--- config.mk ---
export PLATFORM = sky130hd
export DESIGN_NAME = coin_acceptor
export DESIGN_NICKNAME = d
export VERILOG_FILES = /design/src/rtl/vm_pkg.sv /design/src/rtl/coin_sensor.sv /design/src/rtl/coin_acceptor.sv
export SDC_FILE = /design/constraint.sdc
export NUM_CORES = 1
export LEC_CHECK = 0
export CORE_ASPECT_RATIO = 1.5
export CORE_MARGIN = 1
export CORE_UTILIZATION = 40
export CTS_BUF_LIST = sky130_fd_sc_hd__clkbuf_8
export DETAILED_ROUTE_END_ITERATION = 10
export PLACE_DENSITY_LB_ADDON = 0.25
export SYNTH_ARGS = -nofsm -noshare
export SYNTH_HDL_FRONTEND = slang
export SYNTH_SLANG_ARGS = --single-unit
--- constraint.sdc ---
create_clock -name clk -period 4.4 [get_ports clk]
set_clock_uncertainty 0.1 [all_clocks]
set_input_delay 0.88 -clock clk [delete_from_list [all_inputs] [get_ports clk]]
set_output_delay 0.88 -clock clk [all_outputs]
set_load 0.02 [all_outputs]
--- src/rtl/vm_pkg.sv ---
// Shared definitions for the vending-machine front end: coin codes,
// coin-acceptor FSM states and a width helper.
package vm_pkg;

   localparam logic [1:0] COIN_NONE = 2'b00;
   localparam logic [1:0] COIN_FIVE = 2'b01;
   localparam logic [1:0] COIN_TEN  = 2'b10;

   typedef enum logic [1:0] {
      COLLECT = 2'd0,
      FLUSH   = 2'd1,
      GAP     = 2'd2
   } acc_state_e;

   function automatic int clog2(input int v);
      int r;
      r = 0;
      while ((1 << r) < v) r++;
      return r;
   endfunction

endpackage

--- src/rtl/coin_sensor.sv ---
// One coin-slot sensor: 2-flop synchroniser, debounce, high-time jam
// detection and a falling-edge coin event (jammed falls become a reject).
module coin_sensor
   import vm_pkg::*;
#(
   parameter int DEBOUNCE_CYCLES = 4,
   parameter int JAM_CYCLES      = 64
) (
   input  logic clk,
   input  logic rst,
   input  logic raw_i,
   output logic event_o,
   output logic jam_rej_o,
   output logic jam_o
);

   localparam int DW = clog2(DEBOUNCE_CYCLES + 1);
   localparam int HW = clog2(JAM_CYCLES + 2);

   logic          s1_q, s2_q;
   logic          deb_q, deb_d;
   logic          jam_q, jam_d;
   logic          fall;
   logic [DW-1:0] dcnt_q, dcnt_d;
   logic [HW-1:0] hcnt_q, hcnt_d;

   always_comb begin
      deb_d  = deb_q;
      dcnt_d = '0;
      if (s2_q != deb_q) begin
         if (dcnt_q == DW'(DEBOUNCE_CYCLES - 1)) deb_d = s2_q;
         else                                    dcnt_d = dcnt_q + 1'b1;
      end
      fall = deb_q & ~deb_d;

      // Saturate one past the limit so "exceeds JAM_CYCLES" stays visible.
      hcnt_d = '0;
      if (deb_q) hcnt_d = (hcnt_q == HW'(JAM_CYCLES + 1)) ? hcnt_q : hcnt_q + 1'b1;

      jam_d = jam_q | (deb_q & (hcnt_q >= HW'(JAM_CYCLES)));
      if (fall) jam_d = 1'b0;
   end

   always_ff @(posedge clk) begin
      if (rst) begin
         s1_q   <= 1'b0;
         s2_q   <= 1'b0;
         deb_q  <= 1'b0;
         dcnt_q <= '0;
         hcnt_q <= '0;
         jam_q  <= 1'b0;
      end else begin
         s1_q   <= raw_i;
         s2_q   <= s1_q;
         deb_q  <= deb_d;
         dcnt_q <= dcnt_d;
         hcnt_q <= hcnt_d;
         jam_q  <= jam_d;
      end
   end

   assign event_o   = fall & ~jam_q;
   assign jam_rej_o = fall & jam_q;
   assign jam_o     = jam_q;

endmodule

--- src/rtl/coin_acceptor.sv ---
// Coin acceptor: filters sensor events into a small FIFO and releases the
// queued coins as one gap-free burst so the vending FSM never sees a stray 00.
module coin_acceptor
   import vm_pkg::*;
#(
   parameter int DEBOUNCE_CYCLES = 4,
   parameter int JAM_CYCLES      = 64,
   parameter int WINDOW_CYCLES   = 16,
   parameter int GAP_CYCLES      = 2,
   parameter int QDEPTH          = 4
) (
   input  logic                    clk,
   input  logic                    rst,
   input  logic                    coin5_raw,
   input  logic                    coin10_raw,
   input  logic                    accept_en,
   output logic [1:0]              coin_code,
   output logic                    reject,
   output logic                    jam,
   output logic [clog2(QDEPTH):0]  q_count
);

   localparam int AW = clog2(QDEPTH);
   localparam int CW = AW + 1;
   localparam int WW = clog2(WINDOW_CYCLES + 1);
   localparam int GW = clog2(GAP_CYCLES + 1);

   logic              ev5, ev10, jr5, jr10, jam5, jam10;
   logic              one_ev, empty, full, push, pop;
   logic [QDEPTH-1:0] mem_q;
   logic [AW-1:0]     wptr_q, rptr_q;
   logic [CW-1:0]     cnt_q, cnt_d;
   logic [WW-1:0]     wcnt_q, wcnt_d;
   logic [GW-1:0]     gcnt_q, gcnt_d;
   logic [1:0]        code_q, code_d;
   logic              rej_q, rej_d;
   acc_state_e        state_q, state_d;

   coin_sensor #(.DEBOUNCE_CYCLES(DEBOUNCE_CYCLES), .JAM_CYCLES(JAM_CYCLES)) u_s5 (
      .clk(clk), .rst(rst), .raw_i(coin5_raw),
      .event_o(ev5), .jam_rej_o(jr5), .jam_o(jam5)
   );

   coin_sensor #(.DEBOUNCE_CYCLES(DEBOUNCE_CYCLES), .JAM_CYCLES(JAM_CYCLES)) u_s10 (
      .clk(clk), .rst(rst), .raw_i(coin10_raw),
      .event_o(ev10), .jam_rej_o(jr10), .jam_o(jam10)
   );

   always_comb begin
      empty  = (cnt_q == '0);
      full   = (cnt_q == CW'(QDEPTH));
      one_ev = ev5 ^ ev10;
      pop    = (state_q == FLUSH) && !empty;
      // A full queue still takes a coin if an entry leaves in the same cycle.
      push   = one_ev && accept_en && (!full || pop);
      rej_d  = (ev5 & ev10) | (one_ev & ~push) | jr5 | jr10;
      cnt_d  = cnt_q + CW'(push) - CW'(pop);
   end

   always_comb begin
      state_d = state_q;
      wcnt_d  = '0;
      gcnt_d  = '0;
      code_d  = COIN_NONE;
      case (state_q)
         COLLECT: begin
            if (!empty && (wcnt_q == WW'(WINDOW_CYCLES) || full)) state_d = FLUSH;
            else if (!push && !empty)                              wcnt_d  = wcnt_q + 1'b1;
         end
         FLUSH: begin
            if (empty) state_d = GAP;
            else       code_d  = mem_q[rptr_q] ? COIN_TEN : COIN_FIVE;
         end
         GAP: begin
            if (gcnt_q == GW'(GAP_CYCLES - 1)) state_d = COLLECT;
            else                               gcnt_d  = gcnt_q + 1'b1;
         end
         default: state_d = COLLECT;
      endcase
   end

   always_ff @(posedge clk) begin
      if (rst) begin
         mem_q   <= '0;
         wptr_q  <= '0;
         rptr_q  <= '0;
         cnt_q   <= '0;
         wcnt_q  <= '0;
         gcnt_q  <= '0;
         code_q  <= COIN_NONE;
         rej_q   <= 1'b0;
         state_q <= COLLECT;
      end else begin
         if (push) begin
            mem_q[wptr_q] <= ev10;
            wptr_q        <= wptr_q + 1'b1;
         end
         if (pop) rptr_q <= rptr_q + 1'b1;
         cnt_q   <= cnt_d;
         wcnt_q  <= wcnt_d;
         gcnt_q  <= gcnt_d;
         code_q  <= code_d;
         rej_q   <= rej_d;
         state_q <= state_d;
      end
   end

   assign coin_code = code_q;
   assign reject    = rej_q;
   assign jam       = jam5 | jam10;
   assign q_count   = cnt_q;

endmodule

==> results.toml <==
[run_status]
run_status = "finished clean"

[detailed_routing]
routed_via_count = 1659
finalWirelength_mm = 3.88
route.layer.met1.wl_mm = 1.61
detail_route.iter0.violations = 52
avgRoutedWirePerCell_um = 11.7
drt.antenna.violating_nets = 0
wl_met3_um = 79
dr_wl_met2_mm = 2.12
length_of_the_first_detailed_routing_pass_in_iterations = 4
drt_drc_violations_left = 0
avgViaCountPerCell = 5.00
top_layer = "met4"

[worst_setup_path]
cp.arrival_ns = 3.41
timing_worst_setup_path_type = "register to register"
critPathTopFamily = "adder cells"
reg2regPathDepth = 15
worst-path-buf-inv = 3
path_cells = "ha_1 -> ha_1 -> and4bb_2 -> ha_1 -> nand2_1 -> a21oi_1 -> inv_1 -> ha_1 -> inv_1 -> ha_1 -> inv_1 -> fa_1 -> xor2_1 -> and2_1 -> nor3_1"
crit_slowest_cell = "sky130_fd_sc_hd__ha_1"
crit_required_ns = 4.53
timing.rr.end = "q_count[2]$_SDFF_PP0_"
critPathMaxStageDelay_ns = 0.39
regToRegSetupSlack_ns = 1.13
critical_path.endpoint_type = "register"
worstSetupStartpointType = "register"
path_max_fanout = 7
cpMostUsedCell = "sky130_fd_sc_hd__ha_1"
crit-reg2reg-launch = "u_s10.dcnt_q[0]$_SDFF_PP0_"

[grt]
antenna_found_initial = 0
grt_first_pass_wirelength_mm = 7.03
globalRouteOverflowTotal = 0
grt_util_all_layers_pct = 14.7
pin_count_of_the_biggest_net_entering_global_routing = 16
via_count_of_the_first_global_routing_pass = 1642

[clock_tree]
cts_tree = "built"
worst_skew_pair.late_latency_ns = 0.30
post_cts.repair.setup_buffers = 0
postCtsHoldBufs = 0
clockBufferDepth = 2
post_cts.resized_instances = 0
htree_num_levels = 2
count_of_clock_tree_sinks = 51
cts.root.buffer_cell = "sky130_fd_sc_hd__clkbuf_8"
numCtsBuffers = 5
clock_transition_at_the_register_clock_pins_on_the_worst_setup_and_hold_paths_after_cts_ns = 0.09

[final_layout]
insertedDiodeCount = 0
final.fill_count = 557
drive_above_1_share_pct = 10.7
instances_no_fill = 332
layout-area-overhead-vs-synth_pct = 13.2
finalNetCount = 285

[synth]
register_bit_count_reported_by_yosys = 51
synth_largest_type_area_fraction_pct = 43.7
synthDistinctLibCells = 43
synth-warning-count = 0
synthesis.area_sq_um = 2340
synth.most_common_cell = "sky130_fd_sc_hd__dfxtp_1"
syn_inst = 245
net_count_synth = 269
post_synth_top_cells = "sky130_fd_sc_hd__dfxtp_1 (51), sky130_fd_sc_hd__nor2_1 (25), sky130_fd_sc_hd__ha_1 (18), sky130_fd_sc_hd__inv_1 (17), sky130_fd_sc_hd__nand2_1 (14)"
synth-edff-count = 0
synth_sequential_area_ratio_pct = 43.7
post_synth_main_area_contributors = "sky130_fd_sc_hd__dfxtp_1 (44%), sky130_fd_sc_hd__ha_1 (9.6%), sky130_fd_sc_hd__nor2_1 (4.0%)"
netlist.top_cell.by_area = "sky130_fd_sc_hd__dfxtp_1"
postSynth.topFlopCell = "sky130_fd_sc_hd__dfxtp_1"
postSynth.asyncResetShare_pct = 0
average_instance_area_after_synthesis_sq_um = 9.53

[sta]
final-setup-viol-count = 0
maxSlewViolCount = 0
timing.setup.tns_ns = 0
max_clock_freq_mhz = 306
fin_crit_ns = 3.27
max-slew-margin-rel_pct = 66.7
tcrit_tclk_final_pct = 74.4
final_hold_viol_count = 0
setup_repair_after_global_routing_missed_its_margin = "no"
tightest_slew_ns = 0.498

[worst_hold_path]
worstHoldPathCells = 1
worst_hold_path.endpoint = "gcnt_q[0]$_SDFF_PP0_"
hold_path_class = "register to register"
hold_path_startpoint = "gcnt_q[0]$_SDFF_PP0_"

[pwr]
leakagePower_nw = 0.939
ir_drop_v = 0.000199
pwr_density_cell_nw_per_um2 = 309

[place]
port-buffer-count = 11
detailed_place_hpwl_mm = 2.99
place.detailed.instances = 324
finalWeightedCongestion = 0.760

[floorplan]
chipHeight_um = 95.6
starting_density_of_the_core_pct = 42.2
die_area_sq_um = 6160
top_level_ports = 12
fp.coreArea_sq_um = 5530
chipWidth_um = 64.4
std_cell_rows = 33

[job]
max_capacitance_violation_count = 0
## routing by layer
| metal | GRT usage (%) | vias to the layer above |
|---|---|---|
| li1 | - | 872 |
| met5 | 0 | - |
| met4 | 6.67 | 0 |
| met3 | 2.63 | 7 |
| met2 | 28.8 | 11 |
| met1 | 14.6 | 769 |
## worst max-delay path by stage
stage / start / slack (ns) / depth (start not counted) / endpoint
final: u_s10.dcnt_q[0]$_SDFF_PP0_ / 1.13 / 15 / q_count[2]$_SDFF_PP0_
after floorplan: u_s10.dcnt_q[0]$_SDFF_PP0_ / 1.31 / 15 / q_count[2]$_SDFF_PP0_
after global placement: accept_en / 1.07 / 12 / q_count[2]$_SDFF_PP0_
after global routing: u_s10.dcnt_q[0]$_SDFF_PP0_ / 0.81 / 15 / q_count[2]$_SDFF_PP0_
after CTS: u_s10.dcnt_q[0]$_SDFF_PP0_ / 1.09 / 15 / q_count[2]$_SDFF_PP0_
after detailed placement: accept_en / 1.03 / 12 / q_count[2]$_SDFF_PP0_
## flip-flops by register name, summed over array words and instances (netlist names), 2 cells and up
signal / cells
u_s10.hcnt_q: 7
u_s5.hcnt_q: 7
wcnt_q: 5
mem_q: 4
q_count: 3
u_s10.dcnt_q: 3
u_s5.dcnt_q: 3
coin_code: 2
gcnt_q: 2
rptr_q: 2
state_q: 2
wptr_q: 2
## cell usage in the layout, fill, tap and decap left out, types with 8 or more instances in the layout
cell | netlist | final
sky130_fd_sc_hd__dfxtp_1 | 51 | 51
sky130_fd_sc_hd__nor2_1 | 25 | 25
sky130_fd_sc_hd__ha_1 | 18 | 18
sky130_fd_sc_hd__inv_1 | 17 | 17
sky130_fd_sc_hd__nand2_1 | 14 | 14
sky130_fd_sc_hd__a21oi_1 | 13 | 13
sky130_fd_sc_hd__nand3_1 | 13 | 13
sky130_fd_sc_hd__clkdlybuf4s50_1 | 0 | 11
sky130_fd_sc_hd__nor3_1 | 8 | 8
## power by group
| group | internal [W] | leakage (nW) | switching, W |
|---|---|---|---|
| Clock | 0.000184 | 0.0612 | 0.000153 |
| Sequential | 0.000463 | 0.412 | 0.00000158 |
| Combinational | 0.00000684 | 0.466 | 0.00000749 |
| Total | 0.000654 | 0.939 | 0.000162 |
## area by class of cell
| cell class | count | area [sq um] | share of cell area (%) |
|---|---|---|---|
| inverter | 18 | 67.6 | 2.55 |
| clock buffer | 6 | 82.6 | 3.12 |
| multi-input combinational | 173 | 1230 | 46.6 |
| sequential | 51 | 1020 | 38.6 |
| tap | 70 | 87.6 | 3.31 |
| timing repair buffer | 12 | 118 | 4.45 |
| clock inverter | 2 | 35.0 | 1.32 |
## per-stage QoR
step | instance area, sq um | util, % | hold slack (ns) | power [W] | worst slack [ns]
final | 2650 | 47.8 | 0.327 | 0.000817 | 1.13
after global routing | 2650 | 47.8 | 0.353 | 0.000843 | 0.813
after CTS | 2650 | 47.8 | 0.334 | 0.000830 | 1.09
after detailed placement | 2530 | 45.7 | 0.320 | 0.000490 | 1.03
after global placement | 2530 | 45.7 | 0.306 | 0.000490 | 1.07
after floorplan | 2340 | - | 0.298 | 0.000483 | 1.31
## cells by family after synthesis
kind of cell	synth area share, %
XOR/XNOR	4.50
adder cells (fa/ha/maj)	10.5
multiplexers	4.45
flip-flops	43.7
buffers and inverters	3.48
AND/OR/NAND/NOR	25.3
AO/OA/AOI/OAI	8.09
Power figures use the tool's default switching activity.
